### config.mk
export PLATFORM = sky130hd
export DESIGN_NAME = ysyx_25050141_mem_arbiter
export DESIGN_NICKNAME = d
export VERILOG_FILES = /design/src/rtl/ysyx_25050141_mem_arbiter.sv
export SDC_FILE = /design/constraint.sdc
export NUM_CORES = 1
export LEC_CHECK = 0
export CORE_MARGIN = 1.5
export CORE_UTILIZATION = 40
export DETAILED_ROUTE_END_ITERATION = 10
export GPL_TIMING_DRIVEN = 0
export PLACE_DENSITY = 0.86
export RECOVER_POWER = 50
export SLEW_MARGIN = 20
export SYNTH_ARGS = -nofsm -noshare
export SYNTH_HDL_FRONTEND = slang
export SYNTH_SLANG_ARGS = --single-unit
### constraint.sdc
create_clock -name clk_i -period 5.8 [get_ports clk_i]
set_clock_uncertainty 0.15 [all_clocks]
set_input_delay 0.87 -clock clk_i [delete_from_list [all_inputs] [get_ports clk_i]]
set_output_delay 0.87 -clock clk_i [all_outputs]
set_load 0.03 [all_outputs]
### src/rtl/ysyx_25050141_mem_arbiter.sv
// Two-requester (IF/LS) memory arbiter: round-robin grant, one outstanding
// transaction, response timeout that returns an error instead of stalling.
module ysyx_25050141_mem_arbiter #(
  parameter int unsigned AddrW   = 32,
  parameter int unsigned DataW   = 32,
  parameter int unsigned Timeout = 255
) (
  input  logic               clk_i,
  input  logic               rst_ni,
  input  logic               if_req_valid_i,
  output logic               if_req_ready_o,
  input  logic [AddrW-1:0]   if_req_addr_i,
  output logic               if_resp_valid_o,
  input  logic               if_resp_ready_i,
  output logic [DataW-1:0]   if_resp_rdata_o,
  output logic               if_resp_err_o,
  input  logic               ls_req_valid_i,
  output logic               ls_req_ready_o,
  input  logic [AddrW-1:0]   ls_req_addr_i,
  input  logic               ls_req_wen_i,
  input  logic [DataW-1:0]   ls_req_wdata_i,
  input  logic [DataW/8-1:0] ls_req_wmask_i,
  output logic               ls_resp_valid_o,
  input  logic               ls_resp_ready_i,
  output logic [DataW-1:0]   ls_resp_rdata_o,
  output logic               ls_resp_err_o,
  output logic               mem_req_valid_o,
  input  logic               mem_req_ready_i,
  output logic [AddrW-1:0]   mem_req_addr_o,
  output logic               mem_req_wen_o,
  output logic [DataW-1:0]   mem_req_wdata_o,
  output logic [DataW/8-1:0] mem_req_wmask_o,
  input  logic               mem_resp_valid_i,
  output logic               mem_resp_ready_o,
  input  logic [DataW-1:0]   mem_resp_rdata_i
);

  localparam logic [7:0] TimeoutCnt = 8'(Timeout);

  typedef enum logic [1:0] {StIdle, StReq, StWait, StResp} state_e;

  state_e               state_q, state_d;
  logic                 owner_q, owner_d;  // 1 = LS, 0 = IF
  logic                 last_q, last_d;    // 1 = LS, 0 = IF
  logic [AddrW-1:0]     addr_q, addr_d;
  logic                 wen_q, wen_d;
  logic [DataW-1:0]     wdata_q, wdata_d;
  logic [DataW/8-1:0]   wmask_q, wmask_d;
  logic [DataW-1:0]     rdata_q, rdata_d;
  logic                 err_q, err_d;
  logic [7:0]           cnt_q, cnt_d;
  logic                 grant_ls;

  always_ff @(posedge clk_i) begin
    if (!rst_ni) begin
      state_q <= StIdle;
      owner_q <= 1'b0;
      last_q  <= 1'b0;
      addr_q  <= '0;
      wen_q   <= 1'b0;
      wdata_q <= '0;
      wmask_q <= '0;
      rdata_q <= '0;
      err_q   <= 1'b0;
      cnt_q   <= '0;
    end else begin
      state_q <= state_d;
      owner_q <= owner_d;
      last_q  <= last_d;
      addr_q  <= addr_d;
      wen_q   <= wen_d;
      wdata_q <= wdata_d;
      wmask_q <= wmask_d;
      rdata_q <= rdata_d;
      err_q   <= err_d;
      cnt_q   <= cnt_d;
    end
  end

  always_comb begin
    state_d = state_q;
    owner_d = owner_q;
    last_d  = last_q;
    addr_d  = addr_q;
    wen_d   = wen_q;
    wdata_d = wdata_q;
    wmask_d = wmask_q;
    rdata_d = rdata_q;
    err_d   = err_q;
    cnt_d   = cnt_q;
    if_req_ready_o  = 1'b0;
    ls_req_ready_o  = 1'b0;
    if_resp_valid_o = 1'b0;
    ls_resp_valid_o = 1'b0;
    mem_req_valid_o = 1'b0;
    // On a tie LS wins unless it was the last one served.
    grant_ls = ls_req_valid_i && (!if_req_valid_i || !last_q);

    unique case (state_q)
      StIdle: begin
        if (if_req_valid_i || ls_req_valid_i) begin
          ls_req_ready_o = grant_ls;
          if_req_ready_o = !grant_ls;
          owner_d        = grant_ls;
          state_d        = StReq;
          if (grant_ls) begin
            addr_d  = ls_req_addr_i;
            wen_d   = ls_req_wen_i;
            wdata_d = ls_req_wdata_i;
            wmask_d = ls_req_wmask_i;
          end else begin
            addr_d  = if_req_addr_i;
            wen_d   = 1'b0;
            wdata_d = '0;
            wmask_d = '0;
          end
        end
      end
      StReq: begin
        mem_req_valid_o = 1'b1;
        if (mem_req_ready_i) begin
          state_d = StWait;
          cnt_d   = '0;
        end
      end
      StWait: begin
        // A response in the final waiting cycle still wins over the timeout.
        if (mem_resp_valid_i) begin
          rdata_d = mem_resp_rdata_i;
          err_d   = 1'b0;
          state_d = StResp;
        end else if (cnt_q == TimeoutCnt) begin
          rdata_d = '0;
          err_d   = 1'b1;
          state_d = StResp;
        end else begin
          cnt_d = cnt_q + 8'd1;
        end
      end
      StResp: begin
        if_resp_valid_o = !owner_q;
        ls_resp_valid_o = owner_q;
        if (owner_q ? ls_resp_ready_i : if_resp_ready_i) begin
          last_d  = owner_q;
          state_d = StIdle;
        end
      end
      default: state_d = StIdle;
    endcase
  end

  // Responses arriving outside WAIT are accepted and dropped.
  assign mem_resp_ready_o = 1'b1;
  assign mem_req_addr_o   = addr_q;
  assign mem_req_wen_o    = wen_q;
  assign mem_req_wdata_o  = wdata_q;
  assign mem_req_wmask_o  = wmask_q;
  assign if_resp_rdata_o  = wen_q ? '0 : rdata_q;
  assign ls_resp_rdata_o  = wen_q ? '0 : rdata_q;
  assign if_resp_err_o    = err_q;
  assign ls_resp_err_o    = err_q;

endmodule
After elaboration in Yosys (flattened, before gate mapping)
Index checks and enable logic that the tools add are counted.
Widths: inputs -> output; s select.

storage, ports and cells
  bits in registers = 114
  latch bits = 0
  bits in writable memories = 0
  bits in read-only memories = 0
  input bits = 141
  output and inout bits = 141
  logic and storage cells = 63
  memories kept = 0

operators by class
  add/sub/neg operators = 1
  $mul = 0
  divide/modulo/power cells = 0
  magnitude comparators = 0
  equality and inequality tests = 10
  shifts and indexed selects = 0
  muxes and demuxes = 27
  bitwise gates (word level) = 0
  reductions and logical operators = 15

operators by type and width
  kind                 number
  $mux 32              5
  $mux 8               3
  $pmux 8 s2           1
  $mux 1               11
  $mux 2               5
  $ne 2x2->1 const B   5
  $add 8x1->8 const B  1
  $eq 8x8->1 const B   1
  $pmux 2 s4           1
  $reduce_and 4->1     2
  $reduce_and 2->1     3
  $eq 2x2->1 const B   2
  $logic_not 1->1      4
  $mux 4               1
  $reduce_bool 2->1    2
  $ne 3x3->1 const B   1
  $eq 2x1->1 const B   1
  $logic_not 2->1      1
  $logic_or 1x1->1     2
  $logic_and 1x1->1    1

Depth between registers and ports, before layout
  depth in word-level cells = 6
  mapped depth = 8
  mapped depth without buffers = 6

Worst setup path after synthesis
Ideal clock, no wire load.

  kind = input to output
  start = in ls_req_valid_i
  end = out ls_req_ready_o
  arrival = 1.522 ns
  data required time = 4.780 ns
  path slack = 3.258 ns
  cell stages on the path = 3
  buffers on the path = 1
  cells stage by stage = nand2_1 > a21oi_1 > buf_2

on the way
  longest elaborated chain between the ends = 3
  elaborated cells on any way between the ends = 4
  classes of those cells = mux: 2; reduce/logical: 2

ends and longest elaborated chain
  what                                                   line     source
  from (decl)                                            17       input logic ls_req_valid_i,
  $logic_and 1x1->1 or $logic_or 1x1->1 (tied branches)  97, 101
  $mux 1 *                                               101      if (if_req_valid_i || ls_req_valid_i) begin
  $mux 1 *                                               99       unique case (state_q)
  to (decl)                                              18       output logic ls_req_ready_o,

Every way passes the cells marked *; elsewhere a longest branch is shown, timed or not.

Final worst setup path
  start = in if_req_valid_i
  end = out ls_req_ready_o

on the way
  longest elaborated chain between the ends = 5
  elaborated cells on any way between the ends = 6
  classes of those cells = mux: 2; reduce/logical: 4

ends and longest elaborated chain
  what               line  source
  from (decl)        10    input logic if_req_valid_i,
  $logic_not 1->1    97    grant_ls = ls_req_valid_i && (!if_req_valid_i || !last_q);
  $logic_or 1x1->1   97
  $logic_and 1x1->1  97
  $mux 1 *           101
  $mux 1 *           99

Marked as above.

==> flow_summary.json <==
{
  "dp_slack_ps": 1738,
  "syn-num-nets": 616,
  "core-area_um2": 10980,
  "clock.fmax_mhz": 242.6,
  "clock-sinks": 114,
  "drive_above_1_share_pct": 9.987,
  "setup_violations": 0,
  "post_cts.repair.setup_buffers": 0,
  "path_class": "input port to primary output",
  "drtIter0Drc": 446,
  "clock_path_buffers": 2,
  "ys.flop_type": "dfxtp_1",
  "cpMaxStageDelayCell": "clkdlybuf4s50_1",
  "arrival_ps": 3100,
  "finalCriticalPeriod_ps": 4122,
  "htree_levels": 4,
  "p_per_area_nw_per_um2": 398.3,
  "ant_nets": 0,
  "tightest_slew_ps": 670.9,
  "finalCritPeriodShare_pct": 71.07,
  "crit_path_start": "if_req_valid_i",
  "cp_slowest_stage_delay_ps": 710,
  "async_reset_ff_share_pct": 0,
  "grt_max_degree": 17,
  "ys_types": 41,
  "syn_area_per_cell_um2": 9.745,
  "via_count": 5049,
  "ys_ff_latch": 114,
  "dieArea_um2": 12080,
  "grt_pass1_vias": 5138,
  "synth.area.mux_share_pct": 0.4380,
  "synth_top_family_by_area": "compound AO/OA/AOI/OAI gates",
  "cp_cell_sequence": "dlygate4sd3_1, a21oi_1, buf_2, clkdlybuf4s50_1",
  "hp-class": "flip-flop to flip-flop",
  "crit_path_start_kind": "input port",
  "crit_required_ps": 4780,
  "cts_buffers": 17,
  "overflow": 0,
  "synth_fa_ha_area_share_pct": 1.642,
  "drv_slew": 0,
  "path_buf_inv": 3,
  "clkSlewWorstSetupHoldPaths_ps": 50,
  "ys_warn_count": 0,
  "start_util_pct": 41.62,
  "postCtsResizedCells": 0,
  "nFillCells": 772,
  "place_area_um2": 7548,
  "die_h_um": 109.9,
  "timing.final.ws_setup_ps": 1678,
  "grt_pass1_wl_um": 25570,
  "end_kind": "primary output",
  "crit_fanout": 10,
  "syn_to_final_growth_pct": 78.24,
  "fin_nets": 915,
  "max_slew_margin_pct": 55.28,
  "final_area_um2": 8147,
  "synth_simple_gate_area_share_pct": 14.07,
  "timing.rr.end": "cnt_q[2]",
  "io_pins": 282,
  "hold_viol": 0,
  "synth_edf_count": 0,
  "total_power_mw": 3.245,
  "num_rows": 38,
  "via_per_inst": 5.476,
  "rsz0062_at_grt": "no",
  "status": "completed",
  "first_pass_iters": 6,
  "maxCapViolations": 0,
  "critical_path_depth": 4,
  "clockRootBuffer": "clkbuf_16",
  "ys_seq_area_share_pct": 49.93,
  "r2r-start": "cnt_q[0]",
  "grt_antenna_before_repair": 1,
  "portBuffers": 280,
  "routedWlPerCell_um": 18.47,
  "clkLatencyLatePin_ps": 400,
  "r2r_cells": 6,
  "netlist_instances": 469,
  "dpl.hpwl_um": 12820,
  "synth-xor-area-share_pct": 0,
  "hold_buffers": 0,
  "die_w_um": 109.9,
  "netlist_area_um2": 4571,
  "drt-total-wl_um": 17030,
  "p_leak_nw": 3.393,
  "cts_tree": "done",
  "cpLargestDelayFamily": "buffers and inverters",
  "gp_congestion": 0.8807,
  "synth_compound_area_share_pct": 23.87,
  "vdd.ir_drop.worst_uv": 231.5,
  "grt_use_total_pct": 27.94,
  "endpoint": "ls_req_ready_o",
  "finalHoldWorstSlack_ps": 323.9,
  "regToRegSetupSlack_ps": 3480,
  "setup_tns_ps": 0,
  "drcViolationCount": 0
}
worst min-delay path by stage:
stage                            from          end  slack, ps  cells past startpoint
final                      rdata_q[2]   rdata_q[2]        320                      1
after global routing      rdata_q[16]  rdata_q[16]        330                      1
after CTS                 rdata_q[16]  rdata_q[16]        320                      1
after detailed placement  rdata_q[16]  rdata_q[16]        310                      1
after global placement    rdata_q[17]  rdata_q[17]        300                      1
after floorplan           rdata_q[10]  rdata_q[10]        290                      1
through the flow:
step / util, % / cells
after detailed placement: 68.73 / 889
after global placement: 68.73 / 889
after floorplan: - / 469
after global routing: 74.17 / 922
after CTS: 74.29 / 921
final: 74.17 / 922
placed cells by master (no fill, tap or decap), types with 4 or more instances in the layout:
cell type / count
dlygate4sd3_1: 67
nor2b_1: 32
clkbuf_1: 28
clkinv_2: 5
clkbuf_16: 17
o21ai_0: 4
buf_2: 11
bufinv_16: 4
buf_4: 34
a21oi_1: 11
clkdlybuf4s50_1: 213
or4_1: 4
ha_1: 6
nand2_1: 8
a22oi_1: 38
nor2_1: 74
o31ai_1: 4
a222oi_1: 33
inv_1: 8
dfxtp_1: 114
a22o_1: 32
nand3_1: 5
power breakdown:
| group | switching, mW | total (mW) | internal (mW) |
|---|---|---|---|
| sequential | 0.0730 | 0.975 | 0.902 |
| clock | 0.360 | 1.09 | 0.725 |
| combinational | 0.701 | 1.19 | 0.484 |
logic make-up after synthesis:
logic type	Yosys count
DFF	114
and+or+nand+nor	134
AOI/OAI and AO/OA	133
buffers and inverters	79
muxes	2
adders and majority gates	6
other	1
registers in the layout (all words and copies together) (netlist names), 2 cells and up:
name / flops
mem_req_addr_o: 32
mem_req_wdata_o: 32
rdata_q: 32
cnt_q: 8
mem_req_wmask_o: 4
state_q: 2
synthesized netlist by cell type, types with 8 or more instances:
master | n | area share, %
buf_4 | 34 | 5.6
a21oi_1 | 11 | 1.2
nor2_1 | 74 | 6.1
inv_1 | 8 | 0.66
nor2b_1 | 32 | 4.4
nand2_1 | 8 | 0.66
a22o_1 | 32 | 6.1
a222oi_1 | 33 | 7.2
a22oi_1 | 38 | 6.2
clkbuf_1 | 22 | 1.8
dfxtp_1 | 114 | 50
buf_2 | 13 | 1.4
routing by layer:
layer / vias up / routed length, um / track usage (%)
met3: 37 / 1656 / 9.425
met2: 292 / 9203 / 52.88
met1: 2417 / 5709 / 26.92
li1: 2303 / - / -
met5: - / 0 / 0
met4: 0 / 460 / 13.17
area by class of cell:
type / count / area, um2 / share of cell area, %
flip-flops and latches: 114 / 2282 / 28.01
diodes: 1 / 2.502 / 0.03072
clock buffers: 21 / 450.4 / 5.529
clock inverters: 11 / 160.2 / 1.966
inverters: 8 / 30.03 / 0.3686
well taps: 140 / 175.2 / 2.150
plain buffers: 71 / 415.4 / 5.099
repair buffers: 280 / 2803 / 34.40
multi-input cells: 276 / 1828 / 22.44
worst register-to-register path: cells and delay by family, from the launching register on:
kind            cells  cell delay (ps)
simple gates        2              660
flops               1              410
buf+inv             1              390
compound gates      2              340
fa+ha+maj           1              290
Power figures use the tool's default switching activity.
